File: src/rtl/Modules_pkg.sv
// Shared FP types and the writeback-arbiter payload definitions.
package Modules_pkg;

  // FP architectural register names f0..f31.
  typedef enum logic [4:0] {
    F0,  F1,  F2,  F3,  F4,  F5,  F6,  F7,
    F8,  F9,  F10, F11, F12, F13, F14, F15,
    F16, F17, F18, F19, F20, F21, F22, F23,
    F24, F25, F26, F27, F28, F29, F30, F31
  } f_register_e;

  // Single-precision value as raw bits.
  typedef logic [31:0] float_t;

  localparam int unsigned FWB_SRCS = 3;

  typedef enum logic [1:0] {
    FWB_FPU = 2'd0,
    FWB_DIV = 2'd1,
    FWB_LD  = 2'd2
  } f_wb_src_e;

  typedef struct packed {
    f_register_e faddr;
    float_t      fdata;
  } f_wb_entry_t;

  // One-hot register mask used to build the pending-write vector.
  function automatic logic [31:0] f_reg_onehot(f_register_e r);
    return 32'(1) << r;
  endfunction

endpackage

File: src/rtl/f_wb_rr_arbiter.sv
// Combinational round-robin picker: search starts one past the last grant.
module f_wb_rr_arbiter
  import Modules_pkg::*;
#(
  parameter int unsigned N_SRC = FWB_SRCS,
  localparam int unsigned IDX_W = (N_SRC > 1) ? $clog2(N_SRC) : 1
) (
  input  logic [N_SRC-1:0] req,
  input  logic [IDX_W-1:0] last_grant,
  output logic [N_SRC-1:0] grant,
  output logic [IDX_W-1:0] grant_idx,
  output logic             grant_vld
);

  logic [IDX_W-1:0] cand;

  // Walk candidates in rotated order and take the first requester.
  always_comb begin
    grant     = '0;
    grant_idx = '0;
    grant_vld = 1'b0;
    cand      = '0;
    for (int unsigned off = 1; off <= N_SRC; off++) begin
      cand = IDX_W'((32'(last_grant) + off) % N_SRC);
      if (!grant_vld && req[cand]) begin
        grant_vld = 1'b1;
        grant_idx = cand;
      end
    end
    if (grant_vld) begin
      grant[grant_idx] = 1'b1;
    end
  end

endmodule

File: src/rtl/f_writeback_arbiter.sv
// Merges FPU, DIV/SQRT and FP-load results onto the single FP regfile write port.
module f_writeback_arbiter
  import Modules_pkg::*;
#(
  parameter int unsigned N_SRC = FWB_SRCS
) (
  input  logic              clk_i,
  input  logic              rst_i,
  input  logic [N_SRC-1:0]  src_valid_i,
  input  f_register_e       src_faddr_i [N_SRC],
  input  float_t            src_fdata_i [N_SRC],
  output logic [N_SRC-1:0]  src_ready_o,
  output logic              we_o,
  output f_register_e       w_faddr_o,
  output float_t            wr_fdata_o,
  output logic [31:0]       pending_o
);

  localparam int unsigned IDX_W = (N_SRC > 1) ? $clog2(N_SRC) : 1;

  logic [N_SRC-1:0] buf_valid;
  f_wb_entry_t      buf_q [N_SRC];
  logic [IDX_W-1:0] last_grant;
  logic [N_SRC-1:0] grant;
  logic [IDX_W-1:0] grant_idx;
  logic             grant_vld;
  logic [N_SRC-1:0] xfer;

  f_wb_rr_arbiter #(
    .N_SRC (N_SRC)
  ) u_rr (
    .req        (buf_valid),
    .last_grant (last_grant),
    .grant      (grant),
    .grant_idx  (grant_idx),
    .grant_vld  (grant_vld)
  );

  // Ready comes only from registered state: empty, or draining this cycle.
  assign src_ready_o = ~buf_valid | grant;
  assign xfer        = src_valid_i & src_ready_o;

  // Per-source holding buffers; a same-cycle transfer reloads a granted buffer.
  always_ff @(posedge clk_i) begin
    if (rst_i) begin
      buf_valid <= '0;
      for (int unsigned s = 0; s < N_SRC; s++) begin
        buf_q[s] <= '0;
      end
    end else begin
      for (int unsigned s = 0; s < N_SRC; s++) begin
        if (xfer[s]) begin
          buf_valid[s]   <= 1'b1;
          buf_q[s].faddr <= src_faddr_i[s];
          buf_q[s].fdata <= src_fdata_i[s];
        end else if (grant[s]) begin
          buf_valid[s] <= 1'b0;
        end
      end
    end
  end

  // Registered write port and round-robin pointer; address/data hold when idle.
  always_ff @(posedge clk_i) begin
    if (rst_i) begin
      we_o       <= 1'b0;
      w_faddr_o  <= F0;
      wr_fdata_o <= '0;
      last_grant <= IDX_W'(N_SRC - 1);
    end else if (grant_vld) begin
      we_o       <= 1'b1;
      w_faddr_o  <= buf_q[grant_idx].faddr;
      wr_fdata_o <= buf_q[grant_idx].fdata;
      last_grant <= grant_idx;
    end else begin
      we_o <= 1'b0;
    end
  end

  // Registers with a write buffered or on the output port, for issue-stage hazard stalls.
  always_comb begin
    pending_o = '0;
    for (int unsigned s = 0; s < N_SRC; s++) begin
      if (buf_valid[s]) begin
        pending_o = pending_o | f_reg_onehot(buf_q[s].faddr);
      end
    end
    if (we_o) begin
      pending_o = pending_o | f_reg_onehot(w_faddr_o);
    end
  end

endmodule
File: config.mk
export PLATFORM = sky130hd
export DESIGN_NAME = f_writeback_arbiter
export DESIGN_NICKNAME = d
export VERILOG_FILES = /design/src/rtl/Modules_pkg.sv /design/src/rtl/f_wb_rr_arbiter.sv /design/src/rtl/f_writeback_arbiter.sv
export SDC_FILE = /design/constraint.sdc
export NUM_CORES = 1
export LEC_CHECK = 0
export BUFFER_PORTS_ARGS = -buffer_cell sky130_fd_sc_hd__buf_2
export CORE_ASPECT_RATIO = 1.2
export CORE_MARGIN = 4
export CORE_UTILIZATION = 46
export DETAILED_ROUTE_END_ITERATION = 10
export PLACE_DENSITY = 0.7
export RECOVER_POWER = 100
export SLEW_MARGIN = 0
export SYNTH_ARGS = -nofsm -noshare
export SYNTH_HDL_FRONTEND = slang
export SYNTH_SLANG_ARGS = --single-unit
export TNS_END_PERCENT = 20
File: constraint.sdc
create_clock -name clk_i -period 5.71 [get_ports clk_i]
set_clock_uncertainty 0.15 [all_clocks]
set_input_delay 0.2855 -clock clk_i [delete_from_list [all_inputs] [get_ports clk_i]]
set_output_delay 0.2855 -clock clk_i [all_outputs]
set_load 0.02 [all_outputs]
== Word level (Yosys, flattened, before mapping) ==
Memory sizes are Yosys's and may differ from the RTL's. A register that Yosys moved wholly into a read port is not among the register bits.
Index checks and enable logic that the tools add are counted.

* Bits in registers: 6
* Bits in latches: 0
* Memory bits (writable): 111
* Memory bits (read-only): 0
* Input bits: 116
* Word-level logic and storage cells: 84
* Memories kept: 1

{| class="wikitable"
|+ Memories
! memory !! depth !! width !! rd ports !! clocked after Yosys merged registers in !! wr ports !! RTL line !! text
|-
| buf_q || 3 || 37 || 4 || 1 || 3 || f_writeback_arbiter.sv:22 || <nowiki>f_wb_entry_t buf_q [N_SRC];</nowiki>
|}

* $add $sub $neg: 3
* Multipliers: 0
* Div/mod/pow operators: 3
* $lt $le $gt $ge: 5
* Equality and inequality tests: 0
* Shift operators: 4
* Muxes and demuxes: 43
* Bitwise operators: 12
* Reductions and logical operators: 8

{| class="wikitable"
|+ Operators with widths
! operator !! count
|-
| 2-to-1 mux 32 bit || 7
|-
| left shift 1 x 5 -> 32 bit, first input constant || 4
|-
| modulo 32 x 2 -> 32 bit, second input constant || 3
|-
| bitwise OR 32 bit || 3
|-
| 2-to-1 mux 1 bit || 25
|-
| 2-to-1 mux 5 bit || 3
|-
| < comparator 2 x 3 -> 1 bit, second input constant || 4
|-
| adder 2 x 2 -> 3 bit, second input constant || 2
|-
| binary-select mux 1 bit (select 2 bit) || 3
|-
| 2-to-1 mux 2 bit || 3
|-
| bitwise OR 1 bit || 6
|-
| nonzero test 2 bit || 3
|-
| adder 2 x 1 -> 3 bit, second input constant || 1
|-
| AND 3 bit || 1
|-
| logical AND 1 bit || 3
|-
| 2-to-1 mux 3 bit || 1
|-
| inverter 3 bit || 1
|-
| bitwise OR 3 bit || 1
|-
| demux 1 bit (select 2 bit) || 1
|-
| >= comparator 2 x 1 -> 1 bit, second input constant || 1
|-
| logical NOT 1 bit || 2
|}

== Depth between registers and ports, before layout ==
* Depth in word-level cells: 22
* Depth in mapped cells: 12
* Depth with buffers taken out: 8

== Hierarchy ==
Synthesis repeated with hierarchy kept, for this count alone.

* Cell total of the unflattened synthesis: 721
* Area, all modules: 8007.7 sq um

{| class="wikitable"
|+ By module, submodules not included
! module !! times used !! cells each !! area an instance (sq um) !! seq. area each (sq um)
|-
| f_writeback_arbiter || 1 || 682 || 7749.9 || 4194.0
|-
| f_wb_rr_arbiter || 1 || 39 || 257.7 || 0.0
|}

== Worst setup path after synthesis ==
No wires, ideal clock.

* Path kind: register to register
* Start point: register last_grant[0]
* End point: memory buf_q[0][0] in the netlist's numbering, enable pin
* Arrival: 3.048 ns
* Required time: 5.167 ns
* Path slack: 2.119 ns
* Stages on the path, launching flop included: 10
* Path buffers: 2
* Period minus slack after synthesis: 3.591 ns
* Cell sequence: dfxtp_1 > inv_1 > ha_1 > buf_2 > o32ai_1 > or2_1 > nor2b_1 > buf_2 > o21ai_1 > a21o_1

{| class="wikitable"
|+ RTL lines
! item !! RTL line !! text
|-
| from (decl) || f_writeback_arbiter.sv:23 || <nowiki>logic [IDX_W-1:0] last_grant;</nowiki>
|-
| from (signal assigned) || f_writeback_arbiter.sv:69 || <nowiki>last_grant <= IDX_W'(N_SRC - 1);</nowiki>
|-
| from (signal assigned) || f_writeback_arbiter.sv:74 || <nowiki>last_grant <= grant_idx;</nowiki>
|-
| to (decl) || f_writeback_arbiter.sv:22 ||
|}

==> impl_metrics.toml <==
[yosys]
synth_area_per_cell_um2 = 10.2
synth_compound_area_share_pct = 28.8
synth_top_area_share_pct = 41.4
yosys-top-cells-area = "edfxtp_1, dfxtp_1, a21boi_1"
syn-num-nets = 909
synth.area.mux_share_pct = 0.404
synthArstFlopShare_pct = 0
synth_cells = 789
synth_warnings = 0
synthXorXnorAreaFrac_pct = 0
synth_top_family_by_area = "compound AO/OA/AOI/OAI gates"
synth-simple-area-share_pct = 12.4
synth_fa_ha_area_share_pct = 0.622
ys_ff_latch = 154
netlist_area_um2 = 8050
synthFlopType = "edfxtp_1"
synth_top_cell_by_area = "edfxtp_1"
synthMostInstantiatedCell = "edfxtp_1"
seq_area_frac_synth_pct = 52.1
synth_enable_flop_cells = 111
synth_commonest_cells = "edfxtp_1, nor2_1, a21oi_1, a21boi_1, o21ai_0"
synth.distinct_cells = 57

[critical_path]
critPathCaptureType = "flop"
setup.worst_path.start = "last_grant[0]"
setup.worst_path.start_class = "flop"
reg2reg_slack_ns = 1.23
cp_max_fo = 60
crit_arrival_ns = 4.45
slowest_delay_ns = 1.16
r2r-end = "buf_q[1][30]"
crit_required_ns = 5.68
crit_chain = "inv_1 > ha_1 > a21oi_2 > a22oi_1 > o221a_1 > o31ai_4 > nand3_4 > buf_4 > a21boi_0"
slowest_stage = "o221a_1"
endpoint = "buf_q[1][30]"
worst-r2r-cell-count = 9
r2r_start = "last_grant[0]"
worstSetupPathType = "reg2reg"

[min_path]
hold_class = "in2reg"

[run_status]
outcome = "finished, violations left"
violations = "capacitance limit, slew limit"

[die]
fp.dieH_um = 153
initial_core_util_pct = 47.2
dieArea_um2 = 19700
rows = 52
io_pins = 189
coreArea_um2 = 17000
chipWidth_um = 129

[clock_tree]
cts_tree = "yes"
cts-buffers-inserted = 17
root_buffer = "clkbuf_16"
clk_path_buf_depth = 2
clk_latency_ns = 0.41
postCtsSetupBuffers = 0
cts_htree_levels = 4
clk_pin_slew_worst_paths_ns = 0.06
clkSinkCount = 154

[placement]
dp.final_hpwl_um = 15700
dp_slack_ns = 1.66
gp_congestion = 0.938
port_buffers = 188
post-place-cells = 1132

[grt]
grt.total_usage_pct = 23.7
antenna_found_initial = 1
grt_overflow = 0
grt_pass1_wl_um = 36900
grt_max_degree = 80
grt_pass1_vias = 6856

[pwr]
p_int_mw = 2.85
power.share.combinational_pct = 42.1
p_leak_nw = 3.62
powerDensity_nw_per_um2 = 526
p_sw_share_pct = 42.9
peakVddDrop_mv = 0.342
power_switching_mw = 2.15
clock_power_share_pct = 21.2
sequentialPowerShare_pct = 36.7

[timing]
setup_violations = 0
max_freq_ghz = 0.223
hold_violations = 0
fin_tns_setup_ns = 0
setup_slack_ns = 1.23
slew_viol_final = 114
period_needed_ns = 4.48
tightest_slew_ns = 2.01
rsz0062_at_grt = "no"
finalHoldWorstSlack_ns = 0.0203
timing.final.crit_share_pct = 78.5
max-slew-margin-rel_pct = -33.8

[drt]
drtIter0Drc = 593
dr.pass1.iters = 5
antenna_left = 0
wl_per_cell_um = 20.5
via_per_inst = 5.90
wirelength_um = 24000
dr_total_vias = 6896
route.detailed.drc = 0

[cells_and_area]
nets = 1060
final_util_pct = 55.7
area_growth_syn_to_layout_pct = 18.0
fill_cells = 1620
finalNonFillerCells = 1169
diodes = 0
drive_gt1_share_pct = 18.6

[run]
drv_cap = 3
worst min-delay path by stage:
| stage | slack (ns) | from | cells past startpoint | end |
|---|---|---|---|---|
| after CTS | 0.001 | src_fdata_i[23] | 3 | buf_q[2][23] |
| after floorplan | 0.26 | src_valid_i[0] | 2 | buf_valid[0] |
| after detailed placement | 0.37 | buf_q[2][2] | 2 | wr_fdata_o[2] |
| after global placement | 0.36 | last_grant[1] | 1 | last_grant[1] |
| after global routing | 0.007 | src_fdata_i[7] | 3 | buf_q[2][7] |
| final | 0.02 | src_fdata_i[23] | 3 | buf_q[2][23] |
layer usage:
metal | GRT usage (%) | wire length, µm | vias up
li1 | - | - | 3241
met1 | 30.5 | 9930 | 3310
met2 | 39.6 | 12000 | 302
met3 | 4.54 | 1510 | 41
met4 | 8.50 | 560 | 2
met5 | 0 | 13 | -
cell type report:
class / count / area [µm²] / area share [%]
inverters: 40 / 150 / 1.58
flip-flops and latches: 154 / 4190 / 44.1
multi-input cells: 525 / 3360 / 35.4
clock buffers: 21 / 472 / 4.96
clock inverters: 11 / 86.3 / 0.909
repair buffers: 202 / 968 / 10.2
well taps: 216 / 270 / 2.84
layout by cell type, fill, tap and decap left out, types with 4 or more instances in the layout:
cell type | Yosys | layout
buf_2 | 27 | 119
edfxtp_1 | 111 | 111
a21boi_0 | 20 | 80
clkbuf_1 | 38 | 72
nor2_1 | 58 | 57
a21oi_1 | 52 | 52
o21ai_0 | 49 | 50
nand3_1 | 45 | 45
dfxtp_1 | 43 | 43
inv_1 | 40 | 40
a22oi_1 | 37 | 38
a21o_1 | 37 | 37
nand2_1 | 27 | 26
clkbuf_16 | 0 | 18
nand2b_1 | 15 | 15
nor2b_1 | 15 | 14
a32oi_1 | 10 | 11
o211ai_1 | 10 | 10
o221ai_1 | 8 | 8
buf_4 | 1 | 8
nand3b_1 | 6 | 6
or2_2 | 6 | 6
nor3_1 | 6 | 6
a22o_1 | 6 | 6
a222oi_1 | 5 | 5
clkinvlp_4 | 0 | 5
dlygate4sd3_1 | 0 | 5
a221o_1 | 4 | 4
nor3b_1 | 4 | 4
ha_1 | 4 | 4
inv_6 | 0 | 4
state kept, by name (all words and copies together), names as in the netlist:
register / cells
buf_valid: 3
last_grant: 2
buf_q: 111
w_faddr_o: 5
wr_fdata_o: 32
we_o: 1
power groups by stage:
| stage | registers [mW] | logic [mW] | clock network, mW |
|---|---|---|---|
| floorplan | 1.90 | 1.45 | 0 |
| global placement | 1.85 | 2.19 | 0 |
| detailed placement | 1.85 | 2.22 | 0 |
| CTS | 1.83 | 2.23 | 1.07 |
| global route | 1.87 | 2.29 | 1.12 |
| finish | 1.84 | 2.11 | 1.06 |
metrics by stage:
step                      cell area (µm²)  power [mW]
after floorplan                      8050        3.35
after global placement               9070        4.04
after detailed placement             9070        4.07
after CTS                            9670        5.13
after global routing                 9500        5.29
final                                9500        5.00
critical path: cells and delay by family (launching register included):
| kind | cells | cell delay, ns |
|---|---|---|
| AO/OA/AOI/OAI | 5 | 2.04 |
| adder cells (fa/ha/maj) | 1 | 0.58 |
| buffers and inverters | 2 | 0.47 |
| flip-flops | 1 | 0.38 |
| AND/OR/NAND/NOR | 1 | 0.55 |
kinds of logic (layout without fill, tap and decap cells):
family	count (synthesis)	in the layout
AO/OA/AOI/OAI	319	319
AND/OR/NAND/NOR	199	199
flip-flops	154	154
buffers and inverters	110	274
adder cells (fa/ha/maj)	4	4
multiplexers	3	3
timing repair:
action                                 CTS  global route
endpoints found under the hold margin    5             0
gates resized for setup                  0             0
hold buffers                             5             0
No activity file was read; power rests on OpenSTA's default activity.
